===== config.mk =====
export PLATFORM = sky130hd
export DESIGN_NAME = pwm_clkdiv_sel
export DESIGN_NICKNAME = d
export VERILOG_FILES = /design/src/rtl/PKG_pwm.sv /design/src/rtl/clk_div_tick.sv /design/src/rtl/pwm_clkdiv_sel.sv
export SDC_FILE = /design/constraint.sdc
export NUM_CORES = 1
export LEC_CHECK = 0
export CAP_MARGIN = 20
export CORE_MARGIN = 8
export CORE_UTILIZATION = 50
export CTS_BUF_LIST = sky130_fd_sc_hd__clkbuf_4
export DETAILED_ROUTE_END_ITERATION = 10
export DONT_BUFFER_PORTS = 1
export HOLD_SLACK_MARGIN = 0.06
export PLACE_DENSITY = 0.67
export SLEW_MARGIN = 20
export SYNTH_ARGS = -nofsm -noshare
export SYNTH_HDL_FRONTEND = slang
export SYNTH_HIERARCHICAL = 1
export SYNTH_SLANG_ARGS = --single-unit

===== constraint.sdc =====
create_clock -name clk -period 2.02 [get_ports clk]
set_input_delay 0.505 -clock clk [delete_from_list [all_inputs] [get_ports clk]]
set_output_delay 0.505 -clock clk [all_outputs]
set_load 0.005 [all_outputs]

===== src/rtl/PKG_pwm.sv =====
// PWM shared package.
// Holds the PWM on/off state type used across the PWM timers, and the default
// sizing for the carrier clock-enable source selector (pwm_clkdiv_sel).
package PKG_pwm;

  typedef enum logic {
    PWM_OFF = 1'b0,
    PWM_ON  = 1'b1
  } _pwm_onoff;

  localparam int unsigned CLKSEL_NSRC_DEF  = 4;
  localparam int unsigned CLKSEL_DIV_W_DEF = 16;

endpackage


===== src/rtl/clk_div_tick.sv =====
// Single programmable prescaler for the carrier clock-enable selector.
// Ports:
//   clk     - system clock
//   reset   - asynchronous active-high reset, clears the counter
//   div     - divide ratio; 0 and 1 both tick every cycle
//   restart - clears the counter on this edge (takes priority over the tick)
//   tick    - combinational tick, high in the cycle the counter reaches div-1
module clk_div_tick
  import PKG_pwm::*;
#(
  parameter int unsigned DIV_W = CLKSEL_DIV_W_DEF
) (
  input  logic             clk,
  input  logic             reset,
  input  logic [DIV_W-1:0] div,
  input  logic             restart,
  output logic             tick
);

  logic [DIV_W-1:0] r_cnt;

  // '>=' rather than '==' so a divider lowered below the running count ticks
  // immediately instead of wrapping through the full counter range.
  assign tick = (div <= DIV_W'(1)) || (r_cnt >= (div - DIV_W'(1)));

  always_ff @(posedge clk or posedge reset) begin
    if (reset) begin
      r_cnt <= '0;
    end else if (restart || tick) begin
      r_cnt <= '0;
    end else begin
      r_cnt <= r_cnt + DIV_W'(1);
    end
  end

endmodule


===== src/rtl/pwm_clkdiv_sel.sv =====
// Clock-enable source selector for the PWM carrier timers.
// Derives N_SRC prescaler ticks from the system clock and forwards the selected
// one as a registered one-cycle enable. Source changes are applied glitch-free:
// at once while the PWM is off, otherwise at a carrier boundary (carr_zero).
// Build option: CLKSEL_BOUNDARY_SWITCH_EN -- when undefined, switching only
// happens while the PWM is off and carr_zero is ignored.
// Ports:
//   clk, reset   - system clock, asynchronous active-high reset
//   pwm_onoff    - PWM on/off state
//   div          - per-source divide ratios
//   sel, sel_wr  - requested source index and its capture strobe
//   carr_zero    - carrier boundary pulse
//   clk_en       - registered enable tick of the active source
//   sel_active   - source currently driving clk_en
//   sel_pending  - a captured request is waiting to be applied
//   sel_err      - registered pulse for a write of an out-of-range index
module pwm_clkdiv_sel
  import PKG_pwm::*;
#(
  parameter  int unsigned N_SRC = CLKSEL_NSRC_DEF,
  parameter  int unsigned DIV_W = CLKSEL_DIV_W_DEF,
  localparam int unsigned SEL_W = $clog2(N_SRC)
) (
  input  logic                        clk,
  input  logic                        reset,
  input  _pwm_onoff                   pwm_onoff,
  input  logic [N_SRC-1:0][DIV_W-1:0] div,
  input  logic [SEL_W-1:0]            sel,
  input  logic                        sel_wr,
  input  logic                        carr_zero,
  output logic                        clk_en,
  output logic [SEL_W-1:0]            sel_active,
  output logic                        sel_pending,
  output logic                        sel_err
);

  localparam int unsigned N_PAD = 1 << SEL_W;

  logic [N_PAD-1:0] w_tick;
  logic [N_SRC-1:0] w_restart;
  logic             w_sel_ok;
  logic             w_wr_ok;
  logic             w_cond;
  logic             w_apply;
  logic [SEL_W-1:0] w_req_sel;
  logic [SEL_W-1:0] w_active_d;
  logic [SEL_W-1:0] w_pend_sel_d;
  logic             w_pending_d;

  logic [SEL_W-1:0] r_active;
  logic [SEL_W-1:0] r_pend_sel;
  logic             r_pending;
  logic             r_clk_en;
  logic             r_sel_err;

  // Every index is legal when N_SRC fills the select width.
  if (N_PAD == N_SRC) begin : g_sel_full
    assign w_sel_ok = 1'b1;
  end else begin : g_sel_part
    assign w_sel_ok = (sel < SEL_W'(N_SRC));
  end

  assign w_wr_ok = sel_wr && w_sel_ok;

`ifdef CLKSEL_BOUNDARY_SWITCH_EN
  assign w_cond = (pwm_onoff == PWM_OFF) || carr_zero;
`else
  logic w_unused_carr_zero;
  assign w_unused_carr_zero = carr_zero;
  assign w_cond = (pwm_onoff == PWM_OFF);
`endif

  // A fresh valid write wins over the older pending request on the same edge.
  assign w_req_sel = w_wr_ok ? sel : r_pend_sel;
  assign w_apply   = (r_pending || w_wr_ok) && w_cond;

  for (genvar i = 0; i < N_SRC; i++) begin : g_src
    assign w_restart[i] = w_apply && (w_req_sel == SEL_W'(i));

    clk_div_tick #(
      .DIV_W(DIV_W)
    ) u_tick (
      .clk    (clk),
      .reset  (reset),
      .div    (div[i]),
      .restart(w_restart[i]),
      .tick   (w_tick[i])
    );
  end

  if (N_PAD > N_SRC) begin : g_pad
    assign w_tick[N_PAD-1:N_SRC] = '0;
  end

  always_comb begin
    w_active_d   = r_active;
    w_pend_sel_d = r_pend_sel;
    w_pending_d  = r_pending;
    if (w_apply) begin
      w_active_d  = w_req_sel;
      w_pending_d = 1'b0;
    end else if (w_wr_ok) begin
      w_pend_sel_d = sel;
      w_pending_d  = 1'b1;
    end
  end

  always_ff @(posedge clk or posedge reset) begin
    if (reset) begin
      r_active   <= '0;
      r_pend_sel <= '0;
      r_pending  <= 1'b0;
      r_clk_en   <= 1'b0;
      r_sel_err  <= 1'b0;
    end else begin
      r_active   <= w_active_d;
      r_pend_sel <= w_pend_sel_d;
      r_pending  <= w_pending_d;
      // Uses the pre-switch source, so a tick from the old source in the cycle
      // before the switch edge is still delivered.
      r_clk_en   <= w_tick[r_active];
      r_sel_err  <= sel_wr && !w_sel_ok;
    end
  end

  assign clk_en      = r_clk_en;
  assign sel_active  = r_active;
  assign sel_pending = r_pending;
  assign sel_err     = r_sel_err;

endmodule


==> run summary <==
run status -> finished, violations left
failing checks -> setup timing
Avg Vias per Cell -> 5.42
HPWL after DPL -> 12100 um
RSZ-0062 raised after global routing -> yes
largest net degree at the start of global routing -> 17
Mapped Area -> 6330 um^2
Die X -> 129 um
area leader, netlist -> dfrtp_1
Post-Synth Adder-Cell Area -> 0.150
DR vias -> 5221
Layout Nets -> 934
critical path arrival -> 3510 ps
IO buf count -> 0
period utilization -> 1.55
Slew Limit Fails -> 0
Gate Count Post-Synth -> 663
# rows -> 41
# fillers -> 1038
Critical Path RT -> 2400 ps
aggregate global routing overflow -> 0
Least-Margin Pin Slew -> 646 ps
clock sink count -> 70
area growth from synthesis to layout -> 25.9%
Max FO, Critical Path -> 6
main combinational cell family by area after synthesis -> simple AND/OR/NAND/NOR gates
total track usage -> 0.187
deepest clock path buffer count -> 2
initial drt markers -> 185
mux share of post-synthesis cell area -> 0.0123
core area -> 12500 um^2
Global Route met1 Usage -> 0.207
final setup violation count -> 65
vias in the first global route -> 5317
Global Route met3 Usage -> 0.0592
routed len/inst -> 16.0 um
Synth Area per Inst -> 9.55 um^2
Async SR Flop Fraction -> 1.00
design area -> 7970 um^2
DR pass1 iterations -> 4
syn_nets -> 810
antenna violations before repair -> 0
Crit Path Category -> in -> reg
Critical Path, Cell by Cell -> or4_4 > nor3_4 > nand2b_4 > nor3_2 > xnor2_1 > ha_1 > and4_1 > and2_4 > a221oi_2 > or4b_4 > clkbuf_16 > nor2_2
top_reg_cell synth -> dfrtp_1
Pleak -> 3.47 nW
I/O Pins -> 76
die height -> 129 um
Layout Skew -> 15.7 ps
worst stage delay on the critical path -> 560 ps
H-tree Lvls -> 3
Ys Warns -> 6
met2 GRT Util -> 0.335
minimum clock period -> 3130 ps
Die Footprint -> 16500 um^2
CTS Root Cell -> clkbuf_4
xor/xnor cell area share of the yosys netlist -> 0.155
ranking of synthesized cells by area -> dfrtp_1 (28%), ha_1 (15%), xnor2_1 (10%), xor2_1 (5.3%), nor2_1 (4.5%)
diode count -> 0
max-cap violation count -> 0
Max stage delay cell, worst path -> or4_4
simple-gate share of the synthesized area -> 0.300
Fin. Hold Viols -> 0
total CTS buffers -> 9
Synth top cells by count -> ha_1 (76), nor2_1 (76), xnor2_1 (74)
top cell type's share of synthesized area -> 0.277
placement-stage cell area -> 7380 um^2
Rel. slew slack -> 0.569
Routed Antenna Nets -> 0
Post-synth EDFFs -> 0
fraction of the mapped netlist area in compound gates -> 0.0714
library cells used by synthesis -> 52
GPL Wtd Cong -> 0.858
startpoint type of the worst setup path -> input pin
Final Worst Setup Slack -> -1110 ps
setup TNS -> -58390 ps
clock slew seen by the registers of the worst setup and hold paths -> 110 ps
gr busiest metal -> met2
CTS tree -> yes
Synth Register Bits -> 70
Post-Route WL -> 15400 um
Pwr per Cell Area -> 624 nW/um^2
Setup crit end kind -> flip-flop
first-pass GRT wire length -> 24700 um
worst min path class -> in -> reg
DR DRC count -> 0
worst IR drop on VDD -> 0.567 mV
max frequency -> 0.319 GHz
layout cell share with drive strength beyond 1 -> 0.328
initial core utilization -> 0.508
sequential fraction of the synthesis area -> 0.277
Clk Latency, worst-skew pair -> 440 ps
## logic make-up after synthesis
kind of cell             count (synthesis)
AND/OR/NAND/NOR                        311
XOR/XNOR                               112
adder cells (fa/ha/maj)                 76
flip-flops                              70
AO/OA/AOI/OAI                           55
buffers and inverters                   32
multiplexers                             6
other                                    1
## timing repair
item | in CTS | in global routing
hold buffers | 1 | 0
cloned | 1 | 3
pin swaps | 24 | 32
buffers inserted | 6 | 6
resized for setup | 27 | 41
hold endpoints to repair | 70 | 0
endpoints found under the setup margin | 65 | 65
## worst paths after layout
path                                                     from                                  end  slack, ps  cells past startpoint
setup / recovery                                       div[4]   g_src[0].u_tick/r_cnt[0]$_DFF_PP0_      -1110                     12
hold / removal                                      pwm_onoff              sel_pending$_DFFE_PP0P_        180                      1
setup reg to reg           g_src[0].u_tick/r_cnt[0]$_DFF_PP0_   g_src[0].u_tick/r_cnt[0]$_DFF_PP0_       -260                      8
hold reg to reg                     r_pend_sel[1]$_DFFE_PP0N_            r_pend_sel[1]$_DFFE_PP0N_        550                      1
max in group asynchronous                               reset  g_src[0].u_tick/r_cnt[15]$_DFF_PP0_        870                      2
min in group asynchronous                               reset                     clk_en$_DFF_PP0_        560                      2
## critical path, delay by kind of cell
kind	cells	cell delay, ps
buffers and inverters	1	200
XOR/XNOR	1	160
AND/OR/NAND/NOR	8	2100
AO/OA/AOI/OAI	1	270
adder cells (fa/ha/maj)	1	280
## routing by layer
metal  part of all wire  vias to the layer above
met5                  0                        -
met1               0.41                     2519
li1                   -                     2588
met4              0.017                        0
met2               0.52                       90
met3              0.053                       24
## final cells by class
class | instances | area, um^2 | area share
Multi-Input combinational cell | 562 | 4790 | 0.602
Tap cell | 172 | 215 | 0.0270
Inverter | 22 | 82.6 | 0.0104
Sequential cell | 70 | 1750 | 0.220
Timing Repair Buffer | 122 | 1020 | 0.128
Clock inverter | 7 | 40.0 | 0.00503
Clock buffer | 9 | 67.6 | 0.00848
## cell usage in the layout, fill, tap and decap left out, drive strengths merged, types with 7 or more instances in the layout
cell type / Yosys / final
buf: 10 / 118
nor2: 108 / 108
ha: 76 / 76
xnor2: 74 / 74
dfrtp: 70 / 70
nand2: 52 / 52
xor2: 38 / 38
nand3: 27 / 27
nor3: 26 / 26
inv: 22 / 23
a21oi: 19 / 19
nor4: 15 / 15
nand4: 13 / 13
and4: 12 / 12
clkbuf: 0 / 12
and3: 11 / 11
a21o: 9 / 9
nand2b: 9 / 9
o21ai: 7 / 7
nor3b: 7 / 7
## power by group
part           switching [mW]  total [mW]  internal [mW]
Combinational            1.13        2.36           1.23
Sequential              0.195        1.84           1.64
Clock                   0.528       0.773          0.244
## sequential cells by signal, indices dropped and copies added, names as in the netlist
register / flops
g_src.u_tick/r_cnt: 64
r_pend_sel: 2
sel_active: 2
clk_en: 1
sel_pending: 1
## stage by stage
step	power, mW	util	hold slack [ps]	cells	setup WS [ps]
after global placement	3.80	0.592	332	933	-1500
final	4.98	0.639	176	964	-1110
after detailed placement	3.92	0.592	332	933	-1610
after floorplan	3.22	-	296	663	-1450
after CTS	4.80	0.616	130	956	-1020
after global routing	5.33	0.639	120	964	-1140
No activity file was read; power rests on OpenSTA's default activity.
